## src/rtl/bp_common_cfg_link_pkg.sv

```systemverilog
// Shared definitions for the config link: default widths, register address map
// and the endpoint FSM state encoding.
package bp_common_cfg_link_pkg;

  typedef struct packed {
    int unsigned cfg_core_width;
    int unsigned cfg_addr_width;
    int unsigned cfg_data_width;
  } bp_proc_param_s;

  localparam bp_proc_param_s bp_default_cfg_gp = '{
    cfg_core_width: 8,
    cfg_addr_width: 16,
    cfg_data_width: 64
  };

  localparam logic [15:0] cfg_addr_freeze_gp       = 16'h0000;
  localparam logic [15:0] cfg_addr_core_id_gp      = 16'h0001;
  localparam logic [15:0] cfg_addr_scratch_base_gp = 16'h0010;

  typedef enum logic {
    e_ready = 1'b0,
    e_resp  = 1'b1
  } bp_cfg_state_e;

endpackage

```

## src/rtl/bsg_dff_reset_en.sv

```systemverilog
// Enabled D flip-flop bank with synchronous active-high reset to a fixed value.
module bsg_dff_reset_en #(
  parameter int unsigned         width_p     = 1,
  parameter logic [width_p-1:0]  reset_val_p = '0
) (
  input  logic               clk_i,
  input  logic               reset_i,
  input  logic               en_i,
  input  logic [width_p-1:0] data_i,
  output logic [width_p-1:0] data_o
);

  logic [width_p-1:0] data_q;

  always_ff @(posedge clk_i) begin
    if (reset_i) begin
      data_q <= reset_val_p;
    end else if (en_i) begin
      data_q <= data_i;
    end
  end

  assign data_o = data_q;

endmodule

```

## src/rtl/bp_cfg_endpoint.sv

```systemverilog
// Per-core configuration endpoint: freeze bit, read-only core ID and scratch
// registers behind a valid/ready request port with a held read response.
module bp_cfg_endpoint
  import bp_common_cfg_link_pkg::*;
#(
  parameter int unsigned cfg_core_width_p = bp_default_cfg_gp.cfg_core_width,
  parameter int unsigned cfg_addr_width_p = bp_default_cfg_gp.cfg_addr_width,
  parameter int unsigned cfg_data_width_p = bp_default_cfg_gp.cfg_data_width,
  parameter int unsigned num_scratch_p    = 4,
  parameter int unsigned core_id_p        = 0
) (
  input  logic                                      clk_i,
  input  logic                                      reset_i,

  input  logic                                      cfg_v_i,
  input  logic                                      cfg_w_i,
  input  logic [cfg_core_width_p-1:0]               cfg_core_i,
  input  logic [cfg_addr_width_p-1:0]               cfg_addr_i,
  input  logic [cfg_data_width_p-1:0]               cfg_data_i,
  output logic                                      cfg_ready_o,

  output logic                                      resp_v_o,
  output logic [cfg_data_width_p-1:0]               resp_data_o,
  input  logic                                      resp_yumi_i,

  output logic                                      freeze_o,
  output logic [num_scratch_p*cfg_data_width_p-1:0] scratch_o
);

  localparam logic [cfg_core_width_p-1:0] core_id_lp = cfg_core_width_p'(core_id_p);
  localparam logic [cfg_core_width_p-1:0] core_bc_lp = '1;

  bp_cfg_state_e state_q, state_d;

  logic                                          accept;
  logic                                          id_match, bc_match;
  logic                                          wr_acc, rd_acc;
  logic                                          freeze_hit, core_id_hit;
  logic [num_scratch_p-1:0]                      scratch_hit;
  logic [num_scratch_p-1:0]                      scratch_we;
  logic [num_scratch_p-1:0][cfg_data_width_p-1:0] scratch_q;
  logic                                          freeze_q, freeze_d;
  logic [cfg_data_width_p-1:0]                   resp_data_q, resp_data_d;

  // Acceptance is derived from the state register directly so the ready output
  // logic never feeds back into itself through the request decode.
  assign accept   = cfg_v_i && (state_q == e_ready) && !reset_i;
  assign id_match = (cfg_core_i == core_id_lp);
  assign bc_match = (cfg_core_i == core_bc_lp);
  assign wr_acc   = accept && cfg_w_i && (id_match || bc_match);
  assign rd_acc   = accept && !cfg_w_i && id_match;

  assign freeze_hit  = (cfg_addr_i == cfg_addr_width_p'(cfg_addr_freeze_gp));
  assign core_id_hit = (cfg_addr_i == cfg_addr_width_p'(cfg_addr_core_id_gp));

  always_comb begin
    scratch_hit = '0;
    scratch_we  = '0;
    for (int unsigned i = 0; i < num_scratch_p; i++) begin
      scratch_hit[i] = (cfg_addr_i == cfg_addr_width_p'(32'(cfg_addr_scratch_base_gp) + i));
      scratch_we[i]  = wr_acc && scratch_hit[i];
    end
  end

  always_comb begin
    resp_data_d = '0;
    if (freeze_hit) begin
      resp_data_d[0] = freeze_q;
    end
    if (core_id_hit) begin
      resp_data_d = cfg_data_width_p'(core_id_p);
    end
    for (int unsigned i = 0; i < num_scratch_p; i++) begin
      if (scratch_hit[i]) begin
        resp_data_d = scratch_q[i];
      end
    end
  end

  assign freeze_d = cfg_data_i[0];

  bsg_dff_reset_en #(
    .width_p     (1),
    .reset_val_p (1'b1)
  ) u_freeze (
    .clk_i   (clk_i),
    .reset_i (reset_i),
    .en_i    (wr_acc && freeze_hit),
    .data_i  (freeze_d),
    .data_o  (freeze_q)
  );

  for (genvar g = 0; g < num_scratch_p; g++) begin : g_scratch
    bsg_dff_reset_en #(
      .width_p     (cfg_data_width_p),
      .reset_val_p ('0)
    ) u_scratch (
      .clk_i   (clk_i),
      .reset_i (reset_i),
      .en_i    (scratch_we[g]),
      .data_i  (cfg_data_i),
      .data_o  (scratch_q[g])
    );
  end

  bsg_dff_reset_en #(
    .width_p     (cfg_data_width_p),
    .reset_val_p ('0)
  ) u_resp_data (
    .clk_i   (clk_i),
    .reset_i (reset_i),
    .en_i    (rd_acc),
    .data_i  (resp_data_d),
    .data_o  (resp_data_q)
  );

  always_ff @(posedge clk_i) begin
    if (reset_i) begin
      state_q <= e_ready;
    end else begin
      state_q <= state_d;
    end
  end

  always_comb begin
    state_d     = state_q;
    cfg_ready_o = 1'b0;
    resp_v_o    = 1'b0;
    case (state_q)
      e_ready: begin
        cfg_ready_o = !reset_i;
        if (rd_acc) begin
          state_d = e_resp;
        end
      end
      e_resp: begin
        resp_v_o = !reset_i;
        if (resp_yumi_i) begin
          state_d = e_ready;
        end
      end
      default: state_d = e_ready;
    endcase
  end

  assign resp_data_o = resp_data_q;
  assign freeze_o    = freeze_q;
  assign scratch_o   = scratch_q;

endmodule

```

## config.mk

```make
export PLATFORM = sky130hd
export DESIGN_NAME = bp_cfg_endpoint
export DESIGN_NICKNAME = d
export VERILOG_FILES = /design/src/rtl/bp_common_cfg_link_pkg.sv /design/src/rtl/bsg_dff_reset_en.sv /design/src/rtl/bp_cfg_endpoint.sv
export SDC_FILE = /design/constraint.sdc
export NUM_CORES = 1
export LEC_CHECK = 0
export BUFFER_PORTS_ARGS = -buffer_cell sky130_fd_sc_hd__buf_4
export CAP_MARGIN = 20
export CORE_AREA = 2 2 186 188
export DETAILED_ROUTE_END_ITERATION = 6
export DIE_AREA = 0 0 188 190
export GPL_ROUTABILITY_DRIVEN = 0
export PLACE_DENSITY = 0.64
export SLEW_MARGIN = 20
export SYNTH_ARGS = -nofsm -noshare
export SYNTH_HDL_FRONTEND = slang
export SYNTH_SLANG_ARGS = --single-unit
```

## constraint.sdc

```tcl
create_clock -name clk_i -period 2.1 [get_ports clk_i]
set_input_delay 0.42 -clock clk_i [delete_from_list [all_inputs] [get_ports clk_i]]
set_output_delay 0.42 -clock clk_i [all_outputs]
set_load 0.02 [all_outputs]
```

---- Word-level counts from Yosys, hierarchy flattened ----
Index checks and enable logic that the tools add are counted.
storage, ports and cells
  register bits ........................... 322
  output and inout port bits .............. 323
  logic and storage cells ................. 41
operators by class
  eq/ne operators ......................... 6
  mux-type cells .......................... 11
  bitwise gates (word level) .............. 1
  reduce and logical (&&, ||, !) cells .... 16
operators with widths
  operator             count
  $mux 64              4
  $eq 16x5->1 const B  4
  $eq 16x1->1 const B  1
  $logic_not 16->1     1
  $logic_and 1x1->1    11
  $eq 8x8->1 const B   1
  $logic_not 8->1      1
  $mux 1               6
  $logic_not 1->1      2
  $pmux 1 s2           1
  $logic_or 1x1->1     1
  $not 1->1            1

---- Longest topological paths before layout ----
  depth in word-level cells ............... 7
  mapped depth ............................ 9
  mapped depth without buffers ............ 5

---- By module ----
Synthesis repeated with hierarchy kept, for this count alone.
second synthesis, totals
  cell total of the unflattened synthesis .. 1,217
  area total of the unflattened synthesis .. 13,778.2 um^2
by module, submodules not included
  module                                         instances  cells each  area an instance (um^2)  seq. area each (um^2)
  bsg_dff_reset_en (g_scratch[0].u_scratch ...)  5          206         2,290.9                  1,281.2
  bp_cfg_endpoint                                1          184         2,288.4                  20.0
  bsg_dff_reset_en (u_freeze)                    1          3           35.0                     20.0

---- Worst setup path before layout ----
Ideal clock, no wire load.
  path type ............................... input port to flip-flop
  start ................................... in cfg_addr_i[0]
  end ..................................... reg u_resp_data.data_q[44], in the netlist u_resp_data.data_o[44]
  library setup time ...................... 0.124 ns
  arrival time ............................ 1.962 ns
  slack ................................... 0.013 ns
  cell stages on the path ................. 6
  path buffers ............................ 3
  cell sequence ........................... clkbuf_1 buf_2 clkbuf_1 mux2_2 a221oi_1 a21oi_1
on the way
  word-level cells in the longest chain between the ends .. 5
  elaborated cells on any way between the ends .. 8
ends and longest elaborated chain
  what                    line                    RTL
  start: declaration      bp_cfg_endpoint.sv:18   input logic [cfg_addr_width_p-1:0] cfg_addr_i,
  $eq 16x5->1             bp_cfg_endpoint.sv:60   scratch_hit[i] = (cfg_addr_i == cfg_addr_width_p'(32'(cfg_addr_scratch_base_gp) + i));
  $mux 64 (3 in a row)    bp_cfg_endpoint.sv:74   if (scratch_hit[i]) begin
  $mux 64 (*)             bp_cfg_endpoint.sv:74
  end signal: assignment  bsg_dff_reset_en.sv:17  data_q <= reset_val_p;
  end signal: assignment  bsg_dff_reset_en.sv:19  data_q <= data_i;
  end: declaration        bsg_dff_reset_en.sv:13  logic [width_p-1:0] data_q;
Every way passes the cells marked *; elsewhere a longest branch is shown, timed or not.
A chain may end at the register's enable or synchronous reset.

---- Final worst setup path ----
  start ................................... in cfg_addr_i[15]
  end ..................................... reg g_scratch[0].u_scratch.data_q[13]
on the way
  word-level cells in the longest chain between the ends .. 2
ends and longest elaborated chain
  what                    line                    RTL
  $eq 16x5->1             bp_cfg_endpoint.sv:60
  $logic_and 1x1->1       bp_cfg_endpoint.sv:61   scratch_we[i] = wr_acc && scratch_hit[i];
  end signal: assignment  bsg_dff_reset_en.sv:17
  end signal: assignment  bsg_dff_reset_en.sv:19
  end: declaration        bsg_dff_reset_en.sv:13
Every way passes these cells.

==> impl_metrics.ini <==
[job]
cap_violations = 0

[worst_setup_path]
cp.arrival_ns = 2.37
r2r_cells = 5
crit_required_ns = 2.43
startpoint_type = input port
cp-end-kind = flop
worst-setup-path-type = in -> reg
path_max_fanout = 17

[timing]
relSlewSlack_pct = 39.6
setup_viol = 0
period_minus_slack_ns = 2.04
fin_skew_ns = 0.0124
fmax_ghz = 0.491
slew_viol_final = 0
finalCritPeriodShare_pct = 97.0
worstMarginPinSlew_ns = 0.906
rsz0062_at_grt = no
setup_ws_ns = 0.0634
hold_ws_ns = 0.179
hold_viol = 0

[logic_synthesis]
syn_area_per_cell_um2 = 8.50
synth_edf_count = 0
yosys-top-cells-area = dfxtp_1 50%, nand2_1 13%, a21oi_1 9.0%
yosysMostFrequentCell = nand2_1
synth_top_cell_by_area = dfxtp_1
yosysUniqueCellTypes = 39
ys_warn_count = 0
synth_cells = 1532
async_reset_ff_share_pct = 0
synth_top_area_share_pct = 49.5
ys_seq_area_share_pct = 49.5
synth_nets = 1625
synth_commonest_cells = 452 x nand2_1, 322 x dfxtp_1, 235 x a21oi_1
synthFlopType = dfxtp_1
yosys_register_bits = 322
netlist_area_um2 = 13000

[worst_hold_path]
hp-class = in -> reg
whs_path_depth = 3

[route]
wirelength_um = 49500
drt_first_iter_violations = 926
wl_per_cell_um = 20.5
num_vias = 12933
drc = 0
dr.pass1.iters = 6
antenna_left = 0
drt-vias-per-instance = 5.36

[floorplanning]
start_util_pct = 38.3
num_rows = 68
core_area_um2 = 33900
die_area_um2 = 35700
die_h_um = 190
dieWidth_um = 188
io_pins = 416

[layout]
syn2layout_area_growth_pct = 38.7
num-fill-cells = 3114
post-route-util_pct = 53.2
drive_gt1_share_pct = 30.9
final_net_count = 2029

[power_and_ir_drop]
seq_power_share_pct = 48.0
pwr-share-clk_pct = 47.8
p_int_uw = 9950
p_sw_uw = 2780
peakVddDrop_mv = 0.530
cellPowerDensity_nw_per_um2 = 705
power_frac_comb_pct = 4.2
p_sw_share_pct = 21.8
p_leak_uw = 0.00804

[cts]
clkSinkCount = 322
cts_buffer_depth = 3
numCtsBuffers = 36
clk_latency_ns = 0.50
cts_tree = done
postCtsResizedCells = 0
cts-root-buf = clkbuf_16
cts_setup_buffers = 0
clk_pin_slew_ns = 0.06
cts_hold_buf = 0
cts_max_level = 2

[placed_design]
port-buffer-count = 415
dpl.hpwl_um = 33400
dp_slack_ns = -0.486

[global_routing]
grt_first_pass_wirelength_um = 74600
antenna_found_initial = 1
grt_pass1_vias = 12391
grt_max_degree = 183
grtUsageTotal_pct = 26.7
globalRouteOverflowTotal = 0

[outcome]
status = completed
-- state kept, by name (all words and copies together), names as in the netlist --
name	count
u_resp_data.data_o	64
g_scratch.u_scratch.data_o	256
state_q	1
u_freeze.data_o	1
-- metal layers --
layer	vias up	part of all wire (%)	GRT usage [%]
met4	0	3.9	10.6
met3	126	8.0	5.90
met1	6188	41	33.4
li1	6052	-	-
met5	-	0	0
met2	567	48	44.6
-- power by group through the flow --
| stage | Combinational [uW] | Clock (uW) | Sequential [uW] |
|---|---|---|---|
| 2_1_floorplan | 205 | 0 | 6240 |
| 3_3_place_gp | 526 | 0 | 6240 |
| 3_5_place_dp | 530 | 0 | 6240 |
| 4_1_cts | 533 | 6190 | 6110 |
| 5_1_grt | 572 | 6450 | 6100 |
| 6_report | 535 | 6080 | 6110 |
-- kinds of logic after synthesis --
logic type             after synthesis  synth area share [%]
muxes                              107                  8.62
AOI/OAI and AO/OA                  389                  18.3
buffers and inverters              127                  5.01
and+or+nand+nor                    587                  18.6
DFF                                322                  49.5
-- worst paths after layout --
kind | from | endpoint | slack (ns)
min reg2reg | u_resp_data.data_o[58] | u_resp_data.data_o[58] | 0.45
max | cfg_addr_i[15] | g_scratch[0].u_scratch.data_o[13] | 0.06
max reg2reg | state_q | u_resp_data.data_o[8] | 0.20
min | resp_yumi_i | state_q | 0.18
-- cell usage in the layout, fill, tap and decap left out, drive strengths merged --
| cell type | synthesis | routed |
|---|---|---|
| buf | 47 | 491 |
| nand2 | 452 | 452 |
| dfxtp | 322 | 322 |
| a21oi | 235 | 235 |
| nor2 | 74 | 74 |
| mux2i | 66 | 66 |
| clkbuf | 79 | 48 |
| mux2 | 41 | 41 |
| a221oi | 41 | 41 |
| o21bai | 41 | 41 |
| o21ai | 24 | 24 |
| nor2b | 23 | 23 |
| a211o | 22 | 22 |
| o221ai | 22 | 22 |
| nand4 | 8 | 8 |
| nor4 | 8 | 8 |
| clkinv | 0 | 6 |
| and3 | 3 | 3 |
| or4 | 3 | 3 |
| nand3 | 3 | 3 |
| and2 | 3 | 3 |
| and4 | 3 | 3 |
| diode | 0 | 2 |
| or2 | 2 | 2 |
| clkinvlp | 0 | 2 |
| bufinv | 0 | 2 |
| a2bb2o | 1 | 1 |
| or3 | 1 | 1 |
| nand2b | 1 | 1 |
| a2bb2oi | 1 | 1 |
| nor3 | 1 | 1 |
| nor4bb | 1 | 1 |
| nor4b | 1 | 1 |
| a211oi | 1 | 1 |
| inv | 1 | 1 |
| a21o | 1 | 1 |
-- worst max-delay path: stages --
cell,delay (ns)
buf_4,0.11
or4_1,0.65
buf_4,0.20
nor4_2,0.28
nand4_1,0.25
buf_4,0.29
nand2_1,0.10
a21oi_1,0.06
-- per-stage QoR --
step                      setup TNS (ns)  power [uW]  area, um^2  instances
after floorplan                        0        6450       13000       1532
after global placement           -112.24        6770       16900       2353
after detailed placement         -117.74        6770       16900       2353
after CTS                              0       12800       18000       2410
after global routing                   0       13100       18100       2412
final                                  0       12700       18100       2412
-- layout make-up --
class	count	area, um^2	share of cell area (%)
diodes	2	5.00	0.0277
repair buffers	492	3950	21.9
flip-flops and latches	322	6450	35.7
clock inverters	10	105	0.582
inverters	1	3.75	0.0208
well taps	455	569	3.15
clock buffers	47	1010	5.61
multi-input cells	1083	5960	33.0
No activity file was read; power rests on OpenSTA's default activity.
